`config.mk`:
```
export PLATFORM = sky130hd
export DESIGN_NAME = uart_mmio_ctrl_flat
export DESIGN_NICKNAME = d
export VERILOG_FILES = /design/src/rtl/uart_mmio_pkg.sv /design/src/rtl/uart_mmio_if.sv /design/src/rtl/uart_mmio_ctrl_sync_edge.sv /design/src/rtl/uart_mmio_ctrl.sv /design/src/flat_wrapper.sv
export SDC_FILE = /design/constraint.sdc
export NUM_CORES = 1
export LEC_CHECK = 0
export ABC_AREA = 1
export BUFFER_PORTS_ARGS = -buffer_cell sky130_fd_sc_hd__buf_2
export CAP_MARGIN = 20
export CORE_MARGIN = 2
export CORE_UTILIZATION = 49
export CTS_BUF_LIST = sky130_fd_sc_hd__clkbuf_16
export DETAILED_ROUTE_END_ITERATION = 8
export GPL_ROUTABILITY_DRIVEN = 0
export GPL_TIMING_DRIVEN = 0
export PLACE_DENSITY = 0.86
export SLEW_MARGIN = 20
export SYNTH_ARGS = -nofsm -noshare
export SYNTH_HDL_FRONTEND = slang
export SYNTH_SLANG_ARGS = --single-unit
```
`constraint.sdc`:
```
create_clock -name sysclk -period 3.25 [get_ports sysclk]
set_input_delay 0.65 -clock sysclk [delete_from_list [all_inputs] [get_ports sysclk]]
set_output_delay 0.65 -clock sysclk [all_outputs]
set_load 0.05 [all_outputs]
```
`src/rtl/uart_mmio_pkg.sv`:
```
// Shared definitions for the UART memory-mapped controller.
// Register offsets, CON bit positions and the TX state encoding.
// No logic; imported by the interface users and the top module.
package uart_mmio_pkg;

  localparam logic [31:0] OFS_TXD = 32'h0000_0018;
  localparam logic [31:0] OFS_RXD = 32'h0000_001C;
  localparam logic [31:0] OFS_CON = 32'h0000_0020;

  localparam int CON_TX_IE    = 0;
  localparam int CON_RX_IE    = 1;
  localparam int CON_TX_DONE  = 2;
  localparam int CON_RX_VALID = 3;
  localparam int CON_TX_BUSY  = 4;
  localparam int CON_RX_OVR   = 5;
  localparam int CON_TX_DROP  = 6;

  typedef enum logic [1:0] {
    TX_IDLE = 2'd0,
    TX_REQ  = 2'd1,
    TX_BUSY = 2'd2
  } tx_state_e;

endpackage

```
`src/rtl/uart_mmio_if.sv`:
```
// CPU data-bus view of the UART controller (single-cycle MIPS load/store).
// Latency: writes take effect at the strobe edge; read data is combinational.
// Backpressure: none, every strobe is accepted in its own cycle.
interface uart_mmio_if;
  logic [31:0] addr;
  logic [31:0] wdata;
  logic [31:0] rdata;
  logic        mem_write;
  logic        mem_read;

  modport master (output addr, wdata, mem_write, mem_read, input rdata);
  modport slave  (input addr, wdata, mem_write, mem_read, output rdata);
endinterface

```
`src/rtl/uart_mmio_ctrl_sync_edge.sv`:
```
// Multi-flop synchronizer for a slow asynchronous status line, with rise detect.
// Latency: level appears STAGES cycles after the input changes; rise is a one-cycle pulse.
// Backpressure: none.
module sync_edge #(
  parameter int   STAGES  = 2,
  parameter logic RST_VAL = 1'b0
) (
  input  logic clk,
  input  logic reset,
  input  logic d_i,
  output logic level_o,
  output logic rise_o
);

  logic [STAGES-1:0] sync_q;
  logic              prev_q;

  // Shift the raw input through the chain and remember the last synced level.
  always_ff @(posedge clk) begin
    if (reset) begin
      sync_q <= {STAGES{RST_VAL}};
      prev_q <= RST_VAL;
    end else begin
      sync_q <= {sync_q[STAGES-2:0], d_i};
      prev_q <= sync_q[STAGES-1];
    end
  end

  assign level_o = sync_q[STAGES-1];
  assign rise_o  = sync_q[STAGES-1] & ~prev_q;

endmodule

```
`src/rtl/uart_mmio_ctrl.sv`:
```
// Memory-mapped TXD/RXD/CON registers, event flags, TX handshake FSM and level irq.
// Latency: register writes act at the strobe edge, irq follows flags by one cycle.
// Backpressure: a TXD write while a send is in flight is dropped and flagged in tx_drop.
module uart_mmio_ctrl
  import uart_mmio_pkg::*;
#(
  parameter logic [31:0] BASE_ADDR   = 32'h4000_0000,
  parameter int          SYNC_STAGES = 2,
  parameter int          REQ_TIMEOUT = 1023
) (
  input  logic         sysclk,
  input  logic         reset,
  uart_mmio_if.slave   bus,
  input  logic [7:0]   uart_rx_data,
  input  logic         uart_rx_status,
  input  logic         uart_tx_status,
  output logic [7:0]   uart_tx_data,
  output logic         uart_tx_ctrl,
  output logic         irq
);

  localparam int          CNT_W  = $clog2(REQ_TIMEOUT + 1);
  localparam logic [29:0] W_TXD  = 30'((BASE_ADDR + OFS_TXD) >> 2);
  localparam logic [29:0] W_RXD  = 30'((BASE_ADDR + OFS_RXD) >> 2);
  localparam logic [29:0] W_CON  = 30'((BASE_ADDR + OFS_CON) >> 2);

  tx_state_e        state_q;
  logic [CNT_W-1:0] cnt_q;
  logic [7:0]       tx_data_q;
  logic             tx_ctrl_q;

  logic [7:0] rx_buf_q, rx_buf_d;
  logic       rx_valid_q, rx_valid_d;
  logic       rx_ovr_q, rx_ovr_d;
  logic       tx_done_q, tx_done_d;
  logic       tx_drop_q, tx_drop_d;
  logic       tx_ie_q, tx_ie_d;
  logic       rx_ie_q, rx_ie_d;
  logic       irq_q, irq_d;

  logic rx_rise, rx_lvl, tx_lvl, tx_rise_unused;
  logic hit_txd, hit_rxd, hit_con;
  logic wr_txd, wr_con, rd_rxd, rd_con;
  logic tx_busy, tx_done_set, tx_drop_set, req_timeout;
  logic [31:0] con_vec;
  logic unused_bits;

  sync_edge #(.STAGES(SYNC_STAGES), .RST_VAL(1'b0)) u_rx_sync (
    .clk(sysclk), .reset(reset), .d_i(uart_rx_status), .level_o(rx_lvl), .rise_o(rx_rise)
  );

  // Sender idles high, so its synchronizer resets to 1 to avoid a fake busy phase.
  sync_edge #(.STAGES(SYNC_STAGES), .RST_VAL(1'b1)) u_tx_sync (
    .clk(sysclk), .reset(reset), .d_i(uart_tx_status), .level_o(tx_lvl), .rise_o(tx_rise_unused)
  );

  assign hit_txd = (bus.addr[31:2] == W_TXD);
  assign hit_rxd = (bus.addr[31:2] == W_RXD);
  assign hit_con = (bus.addr[31:2] == W_CON);
  assign wr_txd  = bus.mem_write & hit_txd;
  assign wr_con  = bus.mem_write & hit_con;
  assign rd_rxd  = bus.mem_read & hit_rxd;
  assign rd_con  = bus.mem_read & hit_con;

  assign tx_busy     = (state_q != TX_IDLE);
  assign req_timeout = (state_q == TX_REQ) & tx_lvl & (cnt_q == CNT_W'(REQ_TIMEOUT));
  assign tx_done_set = (state_q == TX_BUSY) & tx_lvl;
  assign tx_drop_set = (wr_txd & tx_busy) | req_timeout;

  assign con_vec = {25'b0, tx_drop_q, rx_ovr_q, tx_busy, rx_valid_q, tx_done_q, rx_ie_q, tx_ie_q};

  // Read mux: only a strobed hit drives data; TXD and unmapped offsets read as 0.
  always_comb begin
    bus.rdata = 32'b0;
    if (rd_rxd) bus.rdata = {24'b0, rx_buf_q};
    else if (rd_con) bus.rdata = con_vec;
  end

  // Flag next-state: clears first, then set events so a coincident set wins.
  always_comb begin
    rx_buf_d   = rx_buf_q;
    rx_valid_d = rx_valid_q;
    rx_ovr_d   = rx_ovr_q;
    tx_done_d  = tx_done_q;
    tx_drop_d  = tx_drop_q;
    tx_ie_d    = tx_ie_q;
    rx_ie_d    = rx_ie_q;
    if (rd_rxd) rx_valid_d = 1'b0;
    if (rd_con) tx_done_d = 1'b0;
    if (wr_con) begin
      tx_ie_d = bus.wdata[CON_TX_IE];
      rx_ie_d = bus.wdata[CON_RX_IE];
      if (bus.wdata[CON_RX_OVR])  rx_ovr_d  = 1'b0;
      if (bus.wdata[CON_TX_DROP]) tx_drop_d = 1'b0;
    end
    if (rx_rise) begin
      rx_buf_d   = uart_rx_data;
      rx_valid_d = 1'b1;
      if (rx_valid_q && !rd_rxd) rx_ovr_d = 1'b1;
    end
    if (tx_done_set) tx_done_d = 1'b1;
    if (tx_drop_set) tx_drop_d = 1'b1;
    irq_d = (tx_ie_q & tx_done_q) | (rx_ie_q & rx_valid_q);
  end

  // Flag and interrupt registers.
  always_ff @(posedge sysclk) begin
    if (reset) begin
      rx_buf_q   <= 8'h00;
      rx_valid_q <= 1'b0;
      rx_ovr_q   <= 1'b0;
      tx_done_q  <= 1'b0;
      tx_drop_q  <= 1'b0;
      tx_ie_q    <= 1'b0;
      rx_ie_q    <= 1'b0;
      irq_q      <= 1'b0;
    end else begin
      rx_buf_q   <= rx_buf_d;
      rx_valid_q <= rx_valid_d;
      rx_ovr_q   <= rx_ovr_d;
      tx_done_q  <= tx_done_d;
      tx_drop_q  <= tx_drop_d;
      tx_ie_q    <= tx_ie_d;
      rx_ie_q    <= rx_ie_d;
      irq_q      <= irq_d;
    end
  end

  // TX handshake: raise the request, wait for the sender to go busy, then idle again.
  always_ff @(posedge sysclk) begin
    if (reset) begin
      state_q   <= TX_IDLE;
      cnt_q     <= '0;
      tx_data_q <= 8'h00;
      tx_ctrl_q <= 1'b0;
    end else begin
      case (state_q)
        TX_IDLE: begin
          if (wr_txd) begin
            tx_data_q <= bus.wdata[7:0];
            cnt_q     <= '0;
            tx_ctrl_q <= 1'b1;
            state_q   <= TX_REQ;
          end
        end
        TX_REQ: begin
          if (!tx_lvl) begin
            tx_ctrl_q <= 1'b0;
            state_q   <= TX_BUSY;
          end else if (cnt_q == CNT_W'(REQ_TIMEOUT)) begin
            tx_ctrl_q <= 1'b0;
            state_q   <= TX_IDLE;
          end else begin
            cnt_q <= cnt_q + CNT_W'(1);
          end
        end
        TX_BUSY: begin
          if (tx_lvl) state_q <= TX_IDLE;
        end
        default: begin
          tx_ctrl_q <= 1'b0;
          state_q   <= TX_IDLE;
        end
      endcase
    end
  end

  assign uart_tx_data = tx_data_q;
  assign uart_tx_ctrl = tx_ctrl_q;
  assign irq          = irq_q;
  assign unused_bits  = ^{bus.addr[1:0], bus.wdata[31:8], rx_lvl, tx_rise_unused};

endmodule

```
`src/flat_wrapper.sv`:
```
// flat-port wrapper written by rule: the top's interface ports become plain ports
module uart_mmio_ctrl_flat import uart_mmio_pkg::*;
#(
  parameter logic [31:0] BASE_ADDR   = 32'h4000_0000,
  parameter int          SYNC_STAGES = 2,
  parameter int          REQ_TIMEOUT = 1023
)
  (sysclk, reset, uart_rx_data, uart_rx_status, uart_tx_status, uart_tx_data, uart_tx_ctrl, irq, bus_addr, bus_wdata, bus_mem_write, bus_mem_read, bus_rdata);
  uart_mmio_if bus_i ();
  input  logic sysclk;
  input  logic reset;
  input  logic [7:0] uart_rx_data;
  input  logic uart_rx_status;
  input  logic uart_tx_status;
  output logic [7:0] uart_tx_data;
  output logic uart_tx_ctrl;
  output logic irq;
  input wire logic [$bits(bus_i.addr)-1:0] bus_addr;
  input wire logic [$bits(bus_i.wdata)-1:0] bus_wdata;
  input wire logic [$bits(bus_i.mem_write)-1:0] bus_mem_write;
  input wire logic [$bits(bus_i.mem_read)-1:0] bus_mem_read;
  output wire logic [$bits(bus_i.rdata)-1:0] bus_rdata;
  assign bus_i.addr = bus_addr;
  assign bus_i.wdata = bus_wdata;
  assign bus_i.mem_write = bus_mem_write;
  assign bus_i.mem_read = bus_mem_read;
  assign bus_rdata = bus_i.rdata;
  uart_mmio_ctrl #(.BASE_ADDR(BASE_ADDR), .SYNC_STAGES(SYNC_STAGES), .REQ_TIMEOUT(REQ_TIMEOUT)) u_core (.sysclk(sysclk), .reset(reset), .bus(bus_i), .uart_rx_data(uart_rx_data), .uart_rx_status(uart_rx_status), .uart_tx_status(uart_tx_status), .uart_tx_data(uart_tx_data), .uart_tx_ctrl(uart_tx_ctrl), .irq(irq));
endmodule
```
After elaboration in Yosys (flattened, before gate mapping)

Cells that the tools add are included.
W data, S select, Z words.

Multiply operators: 0
Add/sub/neg operators: 1
Shifts and indexed selects: 0
Reduce and logical (&&, ||, !) cells: 14
Muxes and demuxes: 26
Bitwise operators: 15
Equality and inequality tests: 11
Divide/modulo/power cells: 0
$lt $le $gt $ge: 0

Operator list:

| operator                | count |
|---|---|
| $eq A30 B29 Y1 const B  | 3 |
| $mux W32                | 1 |
| $mux W10                | 3 |
| $pmux W10 S2            | 1 |
| $mux W1                 | 14 |
| $reduce_bool A2 Y1      | 6 |
| $and A1 B1 Y1           | 11 |
| $add A10 B1 Y10 const B | 1 |
| $eq A10 B10 Y1 const B  | 1 |
| $mux W2                 | 4 |
| $mux W7                 | 1 |
| $ne A2 B2 Y1 const B    | 3 |
| $pmux W2 S3             | 1 |
| $reduce_and A3 Y1       | 2 |
| $reduce_and A2 Y1       | 2 |
| $reduce_and A4 Y1       | 1 |
| $ne A3 B3 Y1 const B    | 1 |
| $pmux W1 S3             | 1 |
| $eq A2 B1 Y1 const B    | 1 |
| $eq A2 B2 Y1 const B    | 1 |
| $logic_not A2 Y1        | 1 |
| $ne A2 B1 Y1 const B    | 1 |
| $not A1 Y1              | 2 |
| $or A1 B1 Y1            | 2 |
| other kinds (2)         | 2 |

Flip-flop bits (word level): 41
Output and inout bits: 42
Memories kept: 0
Memory bits (writable): 0
Latch bits: 0
Input bits: 78
ROM bits: 0
Word-level logic and storage cells: 82

Depth between registers and ports, before layout

Gate-level depths: netlist (run 1).

Word-level depth: 6
Mapped depth: 11
Depth with buffers taken out: 10

By module

A second synthesis (run 1) with hierarchy kept.

Cell total of the unflattened synthesis: 342
Area total of the unflattened synthesis: 2255.9 um^2

Modules (own cells, without submodules):

| module                        | times used | seq. area each (um^2) | area each (um^2) | cells an instance |
|---|---|---|---|---|
| uart_mmio_ctrl                | 1          | 720.7                 | 2077.0           | 321 |
| sync_edge at u_core.u_tx_sync | 1          | 60.1                  | 92.6             | 11 |
| sync_edge at u_core.u_rx_sync | 1          | 60.1                  | 86.3             | 10 |

Worst setup path after synthesis (run 1)

Ideal clock, no wire load.

Path kind: in2out
From: in bus_addr[17]
To: out bus_rdata[2]
Slack: 0.176 ns
Data arrival time: 2.424 ns
Data required time: 2.600 ns
Cell stages on the path: 7
Cells stage by stage: nor2_1 -> nand2_1 -> nor2_2 -> nand2_2 -> nor2_4 -> nand3_2 -> o21ai_0

Cells in the longest elaborated chain, start to end: 4
Elaborated cells between the ends (all ways): 6

Ends and longest elaborated chain:

| item           | line                 | source |
|---|---|---|
| from (decl)    | flat_wrapper.sv:18   | `input wire logic [$bits(bus_i.addr)-1:0] bus_addr;` |
| $eq A30 B29 Y1 | uart_mmio_ctrl.sv:59 | `assign hit_con = (bus.addr[31:2] == W_CON);` |
| $and A1 B1 Y1  | uart_mmio_ctrl.sv:63 | `assign rd_con = bus.mem_read & hit_con;` |
| $mux W7        | uart_mmio_ctrl.sv:76 | `else if (rd_con) bus.rdata = con_vec;` |
| $mux W32 (*)   | uart_mmio_ctrl.sv:75 | `if (rd_rxd) bus.rdata = {24'b0, rx_buf_q};` |
| to (decl)      | flat_wrapper.sv:22   | `output wire logic [$bits(bus_i.rdata)-1:0] bus_rdata;` |

Mark *: on every way between the ends. The rest lies on a longest branch, timed or not.

Worst setup path in the final report (run 1)

From: in bus_addr[27]
To: out bus_rdata[4]

The elaborated chain is that of the path after synthesis.

==> results of run 1 <==
## worst max-delay path, cell delays in order
cell and delay (ps):
buf_2 110, nor2_1 90, nand2_1 70, nor2_1 100
nand2_1 120, nor2_2 260, nand2_1 210, o22ai_1 210
buf_2 290
## sequential cells by signal (all words and copies together), names as in the netlist, 2 cells and up
| name | flops |
|---|---|
| u_core.uart_tx_data | 8 |
| u_core.cnt_q | 10 |
| u_core.state_q | 2 |
| u_core.u_tx_sync.sync_q | 2 |
| u_core.u_rx_sync.sync_q | 2 |
| u_core.rx_buf_q | 8 |
## power by group
part	internal (W)	switching, W
sequential	0.000511	0.00000318
combinational	0.0000532	0.000103
clock	0.000356	0.000185
total	0.000921	0.000291
## final cells by class
class                   instances  area (um^2)  share of cell area [%]
multi-input cells             241         1140                   38.78
flip-flops and latches         41        820.8                   27.93
repair buffers                 69        345.3                   11.75
plain buffers                  32        235.2                   8.003
inverters                      46        172.7                   5.875
clock buffers                   5        125.1                   4.257
well taps                      52        65.06                   2.214
clock inverters                 2        35.03                   1.192
## kinds of logic (layout without fill, tap and decap cells)
family          Yosys count  in the layout
compound gates           40             40
flops                    41             41
xor+xnor                  4              4
fa+ha+maj                 1              1
simple gates            172            172
buf+inv                  78            154
other cells               1             24
## placed cells by master (no fill, tap or decap), types with 2 or more instances in the layout
master | netlist | routed
nor2_2 | 4 | 4
nand3_1 | 22 | 22
buf_4 | 25 | 25
nand3_4 | 2 | 2
xor2_1 | 3 | 3
nand2_2 | 6 | 6
nor2_1 | 67 | 67
conb_1 | 1 | 24
clkbuf_16 | 0 | 5
nand3b_1 | 3 | 3
a211oi_1 | 3 | 3
a21oi_2 | 5 | 5
o21ai_0 | 11 | 11
clkbuf_1 | 3 | 3
or2_2 | 2 | 2
a21oi_1 | 15 | 15
buf_2 | 2 | 71
inv_1 | 46 | 46
nand2_1 | 61 | 61
dfxtp_1 | 41 | 41
o22ai_1 | 4 | 4
## metrics by stage
| stage | power, W | area (um^2) | hold slack (ps) | instances | setup WS, ps |
|---|---|---|---|---|---|
| after detailed placement | 0.0006790 | 2779 | 397.9 | 481 | 509.9 |
| after global placement | 0.0006767 | 2779 | 391.1 | 481 | 536.7 |
| after floorplan | 0.0006371 | 2369 | 388.3 | 360 | 176.0 |
| final | 0.001212 | 2939 | 403.8 | 488 | 481.6 |
| after CTS | 0.001220 | 2939 | 407.0 | 488 | 512.6 |
| after global routing | 0.001250 | 2939 | 430.3 | 488 | 319.6 |
## path summary, 6_finish.rpt
path	start	to
max	bus_addr[27]	bus_rdata[4]
min	u_core.u_rx_sync.sync_q[0]	u_core.u_rx_sync.sync_q[1]
max reg2reg	u_core.cnt_q[0]	u_core.cnt_q[7]
min reg2reg	u_core.u_rx_sync.sync_q[0]	u_core.u_rx_sync.sync_q[1]
## metal layers
| metal | global-route usage [%] | share of wire [%] | vias up |
|---|---|---|---|
| met5 | 0 | 0 | - |
| met3 | 5.000 | 8.4 | 12 |
| met4 | 11.53 | 2.4 | 0 |
| met1 | 23.81 | 40 | 998 |
| met2 | 37.21 | 49 | 94 |
| li1 | - | - | 1193 |
==> results.ini, run 1 <==
[outcome]
status=finished, final reports clean

[logic_synthesis]
avgSynthCellArea_um2=6.772
async_flop_share_pct=0
ys.flop_type=dfxtp_1
synth_xor_area_share_pct=1.535
syn_area_um2=2282
synth_mux_area_share_pct=0
ys_warn_count=0
synth_edf_count=0
synth-adder-area-share_pct=0.5482
synthCells=337
synth_top_cell_area_share_pct=35.96
synth_compound_area_share_pct=10.25
yosysUniqueCellTypes=31
synth-seq-cells=41
synth_area_leaders=dfxtp_1 36%, nor2_1 11%, nand2_1 10%
synth_simple_gate_area_share_pct=33.66
synth_commonest_cells=67 x nor2_1, 61 x nand2_1, 46 x inv_1, 41 x dfxtp_1, 25 x buf_4
synth-seq-area-share_pct=35.96
yosysTopAreaCell=dfxtp_1
synth_top_family_by_area=simple AND/OR/NAND/NOR gates
yosysMostFrequentCell=nor2_1

[layout]
final_layout_size_suffix_gt1_share_pct=29.13
num-fill-cells=367
diodes=0
area_delta_synth_final_pct=28.78
utilization_pct=66.58
finalNetCount=515

[setup_path]
worstSetupStartpointType=primary input
path_max_fanout=7
cp_data_arrival_time_ps=2120
end_kind=primary output
r2r_slack_ps=1660
worstSetupPathType=in -> out
reg2reg_depth=10
worstPathRequired_ps=2600

[global_routing]
grt_max_degree=13
grt_overflow=0
grt_pass1_vias=2124
grt_pass1_wl_um=8694
antenna_found_initial=0
track_usage_pct=21.29

[route]
wl_per_cell_um=10.82
dr.pass1.iters=4
drt_iter0_drc=70
vias_per_cell=4.707
routed_wirelength_um=5281
ant_nets=0
drcViolationCount=0
vias=2297

[timing]
hold_viol=0
tightest_slew_ps=580.5
slew_headroom_pct=61.30
setup_viol=0
period_needed_ps=2768
rsz0062_at_grt=false
fmax_mhz=361.2
period_share_pct=85.18
setup-tns-final_ps=0
slew_viol_final=0
fin_skew_ps=5.865

[min_path]
holdPathStages=2
hold_path.class=reg -> reg

[die]
start_util_pct=51.70
ioPinCount=120
rows=24
core_um2=4414
die-area_um2=5219
die_h_um=72.25
die_x_um=72.25

[pwr]
powerDensity_nw_per_um2=412.4
ir_drop_v=0.0003843
leakage_nw=1.457

[clocking]
cts_root_buf=clkbuf_16
ctsHtreeMaxLevel=2
hold_buffers=0
post_cts_buffers=0
cts_buffers=5
clockBufferDepth=2
post_cts_resize_count=0
tritoncts=yes
clk_latency_ps=280
clk_pin_slew_worst_paths_ps=60
cts.sinks=41

[flow_run]
max-cap-violations=0

[place]
io_buffers=69
dp_hpwl_um=4061

Note: power is estimated with default switching activity, not from simulation.
==> run 2: changes to the inputs <==
- CTS_CLUSTER_SIZE: not set -> 14
- RECOVER_POWER: not set -> 25
==> run 2 against run 1 <==
  * Non-clock buffer count did not move
  * Power increased by 0.15%
  * Sequential share of layout area about the same
  * Register-to-register slack lost 80 ps
  * Routed wire length down 0.57%
  * Die area unchanged
  * Critical path type unchanged
  * Largest cell class unchanged
==> results.ini, run 2 (same netlist as run 1, synthesis figures left out) <==
[outcome]
status=finished, final reports clean

[setup_path]
worstSetupPathType=in -> out
worstSetupStartpointType=primary input
cp-startpoint=bus_addr[27]
r2r_start=u_core.state_q[0]
end_kind=primary output
worst_path_max_delay_cell=buf_2
r2r_slack_ps=1580  ; -80 ps
worstPathRequired_ps=2600  ; about the same
path_max_fanout=7  ; unchanged
r2r_end=u_core.cnt_q[5]
cp_cell_sequence=buf_2, nor2_1, nand2_1, nor2_1, nand2_1, nor2_2, nand2_1, o22ai_1, buf_2
cp_data_arrival_time_ps=2110  ; about the same
cp_common_cell=nand2_1
cp_top_family=simple AND/OR/NAND/NOR gates
crit_buf_inv=2  ; unchanged
reg2reg_depth=6  ; -4
slowest_delay_ps=290  ; about the same

[pwr]
pwr-share-comb_pct=12.8  ; about the same
p_sw_share_pct=24.17  ; +0.13 points
pwr-share-clk_pct=44.8  ; about the same
powerDensity_nw_per_um2=413.6  ; +0.28%
seqPwrFrac_pct=42.4  ; about the same
ir_drop_v=0.0003870  ; +0.69%
p_switching_w=0.0002935  ; +0.69%
p_int_w=0.0009205  ; about the same
leakage_nw=1.455  ; -0.15%

[clocking]
cts_root_buf=clkbuf_16
cts_buffers=5  ; unchanged
clk_pin_slew_worst_paths_ps=60  ; about the same
ctsHtreeMaxLevel=2  ; unchanged
hold_buffers=0  ; unchanged
post_cts_resize_count=0  ; unchanged
clockBufferDepth=2  ; unchanged
tritoncts=yes
clk_latency_ps=280  ; about the same
post_cts_buffers=0  ; unchanged
cts.sinks=41  ; unchanged

[route]
top_layer=met4
wl_per_cell_um=10.76  ; -0.57%
dr.pass1.iters=4  ; unchanged
drcViolationCount=0  ; unchanged
routed_wirelength_um=5251  ; -0.57%
vias_per_cell=4.742  ; +0.74%
wl_met2_um=2535  ; -1.7%
drt_iter0_drc=88  ; +26%
vias=2314  ; +0.74%
met1Wirelength_um=2074  ; -2.6%
met3WireLength_um=506  ; +14%
ant_nets=0  ; unchanged

[timing]
setup_viol=0  ; unchanged
slew_viol_final=0  ; unchanged
fin_skew_ps=5.715  ; -0.1507 ps
slew_headroom_pct=61.67  ; +0.37 points
period_needed_ps=2759  ; -9.070 ps
period_share_pct=84.90  ; -0.28 points
hold_viol=0  ; unchanged
tightest_slew_ps=574.9  ; -5.538 ps
rsz0062_at_grt=false
fin_hold_ws_ps=403.9  ; +0.1310 ps
fmax_mhz=362.4  ; +0.33%
setup-tns-final_ps=0  ; unchanged

[global_routing]
antenna_found_initial=0  ; unchanged
grt_overflow=0  ; unchanged
grt_pass1_wl_um=8694  ; unchanged
grt_max_degree=13  ; unchanged
track_usage_pct=21.29  ; unchanged
grt_pass1_vias=2124  ; unchanged

[layout]
final_layout_size_suffix_gt1_share_pct=28.67  ; -0.46 points
top_register=u_core.cnt_q
num-fill-cells=369  ; +0.54%
largest_reg_flops=10  ; unchanged
area_delta_synth_final_pct=28.62
stdcell_area_um2=2935  ; -0.13%
layout_commonest_cell=buf_2
diodes=0  ; unchanged
final_cell_mix=70 x buf_2, 68 x nor2_1, 61 x nand2_1, 46 x inv_1, 41 x dfxtp_1
finalNetCount=515  ; unchanged

[place]
dp_hpwl_um=4061  ; unchanged
io_buffers=69  ; unchanged
placed_area_um2=2779  ; unchanged

[die]
ioPinCount=120  ; unchanged
die_x_um=72.25  ; unchanged
rows=24  ; unchanged
start_util_pct=51.70  ; unchanged
core_um2=4414  ; unchanged
die-area_um2=5219  ; unchanged
die_h_um=72.25  ; unchanged

[min_path]
holdPathStages=2  ; unchanged
min_from=u_core.u_rx_sync.sync_q[0]
hold_path.class=reg -> reg
hold_path_end=u_core.u_rx_sync.sync_q[1]

[flow_run]
max-cap-violations=0  ; unchanged

==> run 2: worst max-delay path by stage <==
stage	endpoint	slack (ps)	cells after the start
after floorplan	bus_rdata[2]	180	7
after global placement	bus_rdata[0]	540	9
after detailed placement	bus_rdata[4]	510	9
after CTS	bus_rdata[4]	510	9
after global routing	bus_rdata[0]	320	9
final	bus_rdata[4]	490	9
==> run 2: power by group through the flow <==
stage | registers, W | clock network [W] | logic (W)
finish | 0.000515 | 0.000544 | 0.000155
global route | 0.000515 | 0.000566 | 0.000169
CTS | 0.000515 | 0.000551 | 0.000155
detailed placement | 0.000525 | 0 | 0.000154
global placement | 0.000525 | 0 | 0.000152
floorplan | 0.000525 | 0 | 0.000112
==> run 2: worst min-delay path, cell delays in order, from the launching register on <==
cell	delay, ps
dfxtp_1	290
inv_1	40
nor2_1	30
==> run 2: cell type report <==
type	count	area, um^2	share of cell area (%)
clock inverter	2	35.03	1.194
sequential	41	820.8	27.96
clock buffer	5	125.1	4.263
timing repair buffer	69	344.1	11.72
inverter	46	172.7	5.882
buffer	32	235.2	8.014
tap	52	65.06	2.217
multi-input combinational	241	1137	38.75
==> run 2: metal layers <==
metal | GRT usage, % | vias up
met1 | 23.81 | 1003
met3 | 5.000 | 13
li1 | - | 1191
met2 | 37.21 | 107
met4 | 11.53 | 0
met5 | 0 | -
==> run 2: metrics by stage <==
| step | power [W] | std cells | util [%] | setup slack (ps) |
|---|---|---|---|---|
| after floorplan | 0.0006371 | 360 | - | 176.0 |
| after global placement | 0.0006767 | 481 | 62.95 | 536.7 |
| after detailed placement | 0.0006790 | 481 | 62.95 | 509.9 |
| after CTS | 0.001220 | 488 | 66.58 | 512.6 |
| after global routing | 0.001250 | 488 | 66.50 | 319.6 |
| final | 0.001214 | 488 | 66.50 | 490.7 |
==> run 3: changes to the inputs <==
- ABC_AREA: 1 -> 0
- CORE_UTILIZATION: 49 -> 40
- PLACE_DENSITY: 0.86 -> 0.76
- clock period: 3.25 -> 2.45 ns (I/O delays scaled with it)
==> run 3 against run 2 <==
  * Sequential power increased by 32%
  * Critical path depth decreased by 2
  * Worst setup slack got worse by 470 ps
  * Clock power increased by 9.9%
  * Worst hold slack got worse by 11 ps
  * First-iteration DRC count increased by 13%
  * Register-to-register slack got worse by 1000 ps
  * Routed wire length increased by 5.2%
  * Critical path type unchanged
  * Largest cell class unchanged
  * Largest power group is now sequential cells
  * Highest routed layer unchanged
==> results.ini, run 3 <==
[place]
placed_area_um2=2701  ; -2.8%
io_buffers=69  ; unchanged
dp_hpwl_um=3924  ; -3.4%

[route]
wl_met2_um=2671  ; +5.4%
routed_wirelength_um=5523  ; +5.2%
vias_per_cell=4.874  ; +2.8%
met3WireLength_um=508  ; +0.40%
met1Wirelength_um=2288  ; +10%
ant_nets=0  ; unchanged
drt_iter0_drc=99  ; +13%
vias=2052  ; -11%
wl_per_cell_um=13.12  ; +22%
drcViolationCount=0  ; unchanged
dr.pass1.iters=4  ; unchanged
top_layer=met4

[logic_synthesis]
yosysMostFrequentCell=dfxtp_1
ys.flop_type=dfxtp_1
synth_commonest_cells=41 x dfxtp_1, 32 x nand2_1, 25 x buf_4, 19 x nor2_1, 16 x a21oi_1
synth-seq-area-share_pct=37.79  ; +1.8 points
synth_area_leaders=dfxtp_1 38%, buf_4 8.6%, nand2_1 5.5%
avgSynthCellArea_um2=9.088  ; +34%
async_flop_share_pct=0  ; unchanged
synthCells=239  ; -29%
synth_top_cell_area_share_pct=37.79  ; +1.8 points
synth-seq-cells=41  ; unchanged
yosysTopAreaCell=dfxtp_1
ys_warn_count=0  ; unchanged
syn_area_um2=2172  ; -4.8%
yosysUniqueCellTypes=51  ; +65%
synth_edf_count=0  ; unchanged

[layout]
area_delta_synth_final_pct=41.76
largest_reg_flops=10  ; unchanged
stdcell_area_um2=3079  ; +4.9%
multi_input_area_um2=1279  ; +12%
finalNetCount=430  ; -17%
layout_commonest_cell=buf_2
final_layout_size_suffix_gt1_share_pct=38.46  ; +9.8 points
top_register=u_core.cnt_q
final_cell_mix=52 x buf_2, 41 x dfxtp_1, 36 x buf_4, 32 x nand2_1, 24 x conb_1
num-fill-cells=457  ; +24%
final-seq-area_um2=820.8  ; unchanged
diodes=0  ; unchanged

[setup_path]
worstPathRequired_ps=1960  ; -640 ps
end_kind=primary output
cp_data_arrival_time_ps=1930  ; -180 ps
worstSetupPathType=in -> out
path_max_fanout=4  ; -3
r2r_slack_ps=540  ; -1040 ps
worstSetupStartpointType=primary input

[clocking]
clk_pin_slew_worst_paths_ps=50  ; about the same
cts.sinks=41  ; unchanged
clockBufferDepth=2  ; unchanged
clk_latency_ps=280  ; about the same
hold_buffers=0  ; unchanged
ctsHtreeMaxLevel=2  ; unchanged
tritoncts=yes
cts_root_buf=clkbuf_16
cts_buffers=5  ; unchanged

[timing]
slew_headroom_pct=59.09  ; -2.6 points
period_needed_ps=2424
fmax_mhz=412.5
tightest_slew_ps=616.3  ; +41.33 ps
setup-tns-final_ps=0  ; unchanged
fin_hold_ws_ps=392.7  ; -11.15 ps
setup_viol=0  ; unchanged
slew_viol_final=0  ; unchanged
fin_skew_ps=1.501  ; -4.213 ps
rsz0062_at_grt=true
period_share_pct=98.96
hold_viol=0  ; unchanged

[die]
ioPinCount=120  ; unchanged
die_h_um=77.69  ; +7.5%
rows=26  ; +8.3%
start_util_pct=41.99  ; -9.7 points
core_um2=5172  ; +17%
die_x_um=77.69  ; +7.5%
die-area_um2=6036  ; +16%

[min_path]
hold_path.class=in -> reg

[pwr]
seqPwrFrac_pct=45.5  ; +3.1 points
pwr-share-comb_pct=14.5  ; +1.7 points
p_sw_share_pct=25.40  ; +1.2 points
p_int_w=0.001117  ; +21%
pwr-share-clk_pct=40.0  ; -4.8 points
ir_drop_v=0.0004183  ; +8.1%
leakage_nw=1.323  ; -9.1%
finalPower_w=0.001497  ; +23%
p_switching_w=0.0003803  ; +30%
powerDensity_nw_per_um2=486.3  ; +18%

[global_routing]
antenna_found_initial=0  ; unchanged
grt_overflow=0  ; unchanged
track_usage_pct=16.90  ; -4.4 points
grt_max_degree=12  ; -1
grt_pass1_vias=1806  ; -15%
grt_pass1_wl_um=8114  ; -6.7%

[outcome]
status=finished, final reports clean

[flow_run]
max-cap-violations=0  ; unchanged

-- run 3: per-layer routing --
layer,up-vias,global-route usage (%)
li1,1029,-
met1,933,20.26
met2,86,27.67
met3,4,5.233
met4,0,7.500
met5,-,0
-- run 3: area by class of cell --
| type | instances | share of cell area (%) |
|---|---|---|
| Timing Repair Buffer | 82 | 16.82 |
| Inverter | 4 | 0.4876 |
| Buffer | 33 | 7.355 |
| Multi-Input combinational cell | 184 | 41.53 |
| Clock buffer | 5 | 4.063 |
| Tap cell | 70 | 2.844 |
| Sequential cell | 41 | 26.66 |
| Clock inverter | 2 | 0.2438 |
-- run 3: worst paths after layout --
kind	cells after the start	endpoint	start
worst min register to register	1	u_core.u_tx_sync.sync_q[1]	u_core.u_tx_sync.sync_q[0]
worst max-delay path	7	bus_rdata[7]	bus_addr[31]
worst min-delay path	2	u_core.u_tx_sync.sync_q[0]	uart_tx_status
worst max register to register	7	u_core.cnt_q[5]	u_core.cnt_q[0]
-- run 3: cells by family after synthesis --
group	share of synthesized area, %
buf+inv	11.12
xor+xnor	0.8066
simple gates	29.96
compound gates	14.52
other cells	0.1726
fa+ha+maj	0.5759
flops	37.79
mux	5.069
-- run 3: timing repair --
item                       in CTS  in global routing
gates resized for setup        14                 21
gates cloned                    0                  1
pin swaps                       3                  8
setup endpoints to repair       8                  8
buffers inserted                5                  7
-- run 3: metrics by stage --
stage | instances | utilization, % | setup WS [ps]
after floorplan | 262 | - | 41.62
after global placement | 401 | 52.23 | -459.6
after detailed placement | 401 | 52.23 | -465.6
after CTS | 413 | 56.72 | 17.45
after global routing | 421 | 59.53 | -27.38
final | 421 | 59.53 | 25.50
-- run 3: power groups by stage --
stage                     clock network (W)  registers (W)  logic, W
after floorplan                           0       0.000694  0.000145
after global placement                    0       0.000695  0.000199
after detailed placement                  0       0.000696  0.000201
after CTS                          0.000612       0.000681  0.000208
after global routing               0.000641       0.000682  0.000230
final                              0.000598       0.000682  0.000217
-- run 3: critical path, stage by stage --
cell and delay (ps):
buf_2 110, nor4b_4 310, nand2_2 140, nor4_4 370, buf_4 220, and2_4 150
buf_8 140
